[src/rtl/fsm_sw_pkg.sv]
// rtl/fsm_sw_pkg.sv - shared types and next-state helper for the switch-driven FSM
package fsm_sw_pkg;

    typedef enum logic [1:0] {
        IDLE = 2'd0,
        S1   = 2'd1,
        S2   = 2'd2,
        S3   = 2'd3
    } state_t;

    typedef enum logic [1:0] {
        CMD_HOLD = 2'b00,
        CMD_FWD  = 2'b01,
        CMD_BACK = 2'b10,
        CMD_HOME = 2'b11
    } cmd_t;

    // Forward and backward walks saturate at the ends instead of wrapping.
    function automatic state_t fsm_next(input state_t cur, input cmd_t cmd);
        state_t nxt;
        nxt = cur;
        case (cmd)
            CMD_HOLD: nxt = cur;
            CMD_FWD: begin
                case (cur)
                    IDLE:    nxt = S1;
                    S1:      nxt = S2;
                    S2:      nxt = S3;
                    S3:      nxt = S3;
                    default: nxt = IDLE;
                endcase
            end
            CMD_BACK: begin
                case (cur)
                    IDLE:    nxt = IDLE;
                    S1:      nxt = IDLE;
                    S2:      nxt = S1;
                    S3:      nxt = S2;
                    default: nxt = IDLE;
                endcase
            end
            CMD_HOME: nxt = IDLE;
            default:  nxt = IDLE;
        endcase
        return nxt;
    endfunction

endpackage

[src/rtl/sw_sync.sv]
// rtl/sw_sync.sv - multi-stage flop synchronizer for asynchronous inputs
module sw_sync #(
    parameter int WIDTH  = 2,
    parameter int STAGES = 2
) (
    input  logic             clk,
    input  logic             rst,
    input  logic [WIDTH-1:0] d,
    output logic [WIDTH-1:0] q
);

    logic [WIDTH-1:0] stage [STAGES];

    always_ff @(posedge clk) begin
        if (rst) begin
            for (int i = 0; i < STAGES; i++) begin
                stage[i] <= '0;
            end
        end else begin
            stage[0] <= d;
            for (int i = 1; i < STAGES; i++) begin
                stage[i] <= stage[i-1];
            end
        end
    end

    assign q = stage[STAGES-1];

endmodule

[src/rtl/fsm_sw_top.sv]
// rtl/fsm_sw_top.sv - switch-stepped 4-state Moore FSM with registered status LEDs
module fsm_sw_top
    import fsm_sw_pkg::*;
#(
    parameter int SYNC_STAGES = 2
) (
    input  logic       clk,
    input  logic       rst_n,
    input  logic [1:0] sw,
    output logic       track_states,
    output logic       track_reset
);

    logic [1:0] s;
    state_t     state;
    state_t     next_state;

    // rst_n is active-high despite its name.
    sw_sync #(
        .WIDTH  (2),
        .STAGES (SYNC_STAGES)
    ) u_sw_sync (
        .clk (clk),
        .rst (rst_n),
        .d   (sw),
        .q   (s)
    );

    always_comb begin
        next_state = fsm_next(state, cmd_t'(s));
    end

    // Both LEDs are computed from next_state so they line up with the new state.
    always_ff @(posedge clk) begin
        if (rst_n) begin
            state        <= IDLE;
            track_states <= 1'b0;
            track_reset  <= 1'b1;
        end else begin
            state        <= next_state;
            track_states <= (next_state != state);
            track_reset  <= (next_state == IDLE);
        end
    end

endmodule

[config.mk]
export PLATFORM = sky130hd
export DESIGN_NAME = fsm_sw_top
export DESIGN_NICKNAME = d
export VERILOG_FILES = /design/src/rtl/fsm_sw_pkg.sv /design/src/rtl/sw_sync.sv /design/src/rtl/fsm_sw_top.sv
export SDC_FILE = /design/constraint.sdc
export NUM_CORES = 1
export LEC_CHECK = 0
export ABC_AREA = 1
export CAP_MARGIN = 20
export CORE_AREA = 5 5 42 44
export DETAILED_ROUTE_END_ITERATION = 8
export DIE_AREA = 0 0 47 49
export PLACE_DENSITY = 0.43
export SKIP_LAST_GASP = 1
export SLEW_MARGIN = 20
export SYNTH_ARGS = -nofsm -noshare
export SYNTH_HDL_FRONTEND = slang
export SYNTH_SLANG_ARGS = --single-unit
[constraint.sdc]
create_clock -name clk -period 0.9 [get_ports clk]
set_input_delay 0.225 -clock clk [delete_from_list [all_inputs] [get_ports clk]]
set_output_delay 0.225 -clock clk [all_outputs]
set_load 0.01 [all_outputs]
==> flow_metrics.py <==
metrics = {
    "placed_design": {
        "pre_cts_slack_ns": -0.187,
        "gp_congestion": 0.696,
        "port_buffers": 5,
    },
    "timing": {
        "tightest_slew_ns": 0.150,
        "slew_headroom": 0.900,
        "slew_violations": 0,
        "hold_viol_final": 0,
        "finalSetupViolCount": 0,
        "clock.fmax_mhz": 1130,
        "setup_ws_ns": 0.0149,
        "min_period_ns": 0.885,
        "hold_ws_ns": 0.392,
        "fin_skew_ns": 0.00153,
        "timing.setup.tns_ns": 0,
        "finalCritPeriodShare": 0.983,
        "rsz0062_at_grt": "yes",
    },
    "yosys": {
        "yosys.area_share.simple": 0.264,
        "synth_cells": 37,
        "synthAdderAreaFrac": 0,
        "synth_xor_area_frac": 0,
        "yosys-top-cells-area": "dfxtp_1 (56%), nand2_1 (12%), inv_1 (7.9%), nor2_1 (7.9%), a21oi_1 (5.3%)",
        "synth_cell_types": 10,
        "synth_area_um2": 284,
        "synth_compound_area_frac": 0.0793,
        "syn-num-nets": 41,
        "synth_top_family_by_area": "simple AND/OR/NAND/NOR gates",
        "seq_area_frac_synth": 0.564,
        "muxShareOfSynthArea": 0,
        "synth-seq-cells": 8,
        "syn_avg_cell_area_um2": 7.68,
        "synth.yosys.warnings": 0,
        "synth_top_area_frac": 0.564,
        "yosysTopAreaCell": "dfxtp_1",
    },
    "clock_tree": {
        "path_clk_slew_ns": 0.05,
        "cts-htree-levels": 1,
        "clk_path_buf_depth": 2,
        "cts_setup_buffers": 0,
        "cts_tree": "built",
        "clockRootBuffer": "clkbuf_4",
        "cts_sinks": 8,
        "cts_buffers": 3,
        "hold_buffers": 0,
        "worstSkewPairLatency_ns": 0.24,
    },
    "detailed_routing": {
        "vias": 217,
        "ant_nets": 0,
        "drt-met1-wl_um": 221,
        "drc_errors": 0,
        "highest_layer": "met4",
        "post_drt_via_cell_ratio": 3.50,
        "wl_per_cell_um": 6.79,
        "met2_length_um": 159,
        "drt_wl_total_um": 421,
        "drt-initial-drc-count": 4,
        "dr_wl_met3_um": 29,
        "first_pass_iters": 4,
    },
    "setup_path": {
        "arrival_ns": 0.66,
        "crit_fanout": 1,
        "crit_path_start_kind": "flop",
        "criticalPathCategory": "flop to primary output",
        "endpoint_kind": "primary output",
        "path_cells": "buf_6",
        "cpPeakStageDelay_ns": 0.31,
        "path_buf_inv": 1,
        "reg2reg_depth": 6,
        "crit_start": "track_states$_SDFF_PP0_",
        "slowest_stage": "dfxtp_2",
        "cp.required_ns": 0.67,
        "r2r_start": "u_sw_sync.stage[0][3]$_SDFF_PP0_",
        "r2r_slack_ns": 0.05,
        "r2r-end": "state[0]$_SDFF_PP0_",
        "worst_path_dominant_cell_family": "flip-flops",
    },
    "worst_hold_path": {
        "min_delay_path_depth": 2,
        "hold_path_end": "u_sw_sync.stage[0][2]$_SDFF_PP0_",
        "worstHoldStart": "u_sw_sync.stage[0][0]$_SDFF_PP0_",
        "hp-class": "flop to flop",
    },
    "global_routing": {
        "grt_max_degree": 6,
        "grt_pass1_wl_um": 703,
        "globalRouteTotalUtil": 0.0494,
        "overflow": 0,
        "grt_pass1_vias": 184,
        "antenna_found_initial": 0,
    },
    "run": {
        "cap_viol_max_count": 0,
    },
    "pwr": {
        "power.leakage_uw": 0.000176,
        "ir_drop_uv": 626,
        "cellPowerDensity_mw_per_mm2": 1780,
        "total_power_uw": 714,
    },
    "finish": {
        "layout-drive-gt1-share": 0.413,
        "fillers": 159,
        "insertedDiodeCount": 0,
        "final_util": 0.286,
        "multi_input_comb_area_um2": 110,
        "mostFrequentLayoutCells": "inv_1 (5), nor2_1 (5), nand2_2 (5), nand2_1 (5)",
        "regArea_um2": 165,
        "nets": 52,
        "syn_to_final_growth_pct": 41.0,
    },
    "floorplan": {
        "fp-row-count": 14,
        "die-area_mm2": 0.00230,
        "coreArea_mm2": 0.00140,
        "dieHeight_um": 49,
        "die_w_um": 47,
        "initial_core_util": 0.203,
        "io_pins": 6,
    },
    "status": {
        "status": "finished clean",
    },
}
==> flip-flops by register name, indices dropped and copies added, names as in the netlist <==
signal / flops
u_sw_sync.stage: 4
state: 2
track_reset: 1
track_states: 1
==> where the power goes <==
group | leakage (µW) | internal [µW] | switching [µW] | total [µW]
logic | 0.0000942 | 39.5 | 35.2 | 74.6
clock network | 0.0000138 | 151 | 105 | 256
registers | 0.0000675 | 374 | 8.96 | 383
==> cell usage after synthesis <==
| master | number |
|---|---|
| nand2_2 | 1 |
| nor2_2 | 1 |
| dfxtp_1 | 8 |
| nor2_1 | 6 |
| inv_2 | 1 |
| a21oi_1 | 3 |
| o21bai_1 | 1 |
| nand2_1 | 9 |
| and2_1 | 1 |
| inv_1 | 6 |
==> what timing repair did <==
item	CTS	global route
resized for setup	8	12
pin swaps	0	2
setup endpoints to repair	2	4
==> cell families after synthesis <==
logic type / count (synthesis)
and+or+nand+nor: 18
DFF: 8
buffers and inverters: 7
AOI/OAI and AO/OA: 4
==> worst max path at each step <==
stage               cells past startpoint                endpoint
floorplan                               6     state[0]$_SDFF_PP0_
global placement                        5  track_reset$_SDFF_PP1_
detailed placement                      5  track_reset$_SDFF_PP1_
CTS                                     1            track_states
global route                            1             track_reset
finish                                  1            track_states
==> per-layer routing <==
layer / vias to the layer above / GRT usage
li1: 128 / -
met1: 83 / 0.0597
met2: 4 / 0.0430
met3: 2 / 0.0332
met4: 0 / 0.0691
met5: - / 0
==> area by class of cell <==
cell class	count	share of cell area
flip-flops and latches	8	0.412
repair buffers	6	0.134
multi-input cells	22	0.275
well taps	16	0.0500
inverters	7	0.0719
clock buffers	3	0.0562
==> per-stage QoR <==
stage,std cells,cell area [µm²]
after floorplan,37,284
after detailed placement,59,362
final,62,400
after global placement,59,362
after CTS,62,374
after global routing,62,400
==> tightest hold or removal path, cell delays in order, from the launching register on <==
cell and delay, ns:
dfxtp_1 0.29, inv_1 0.04, nor2_1 0.03
Power figures use the tool's default switching activity.
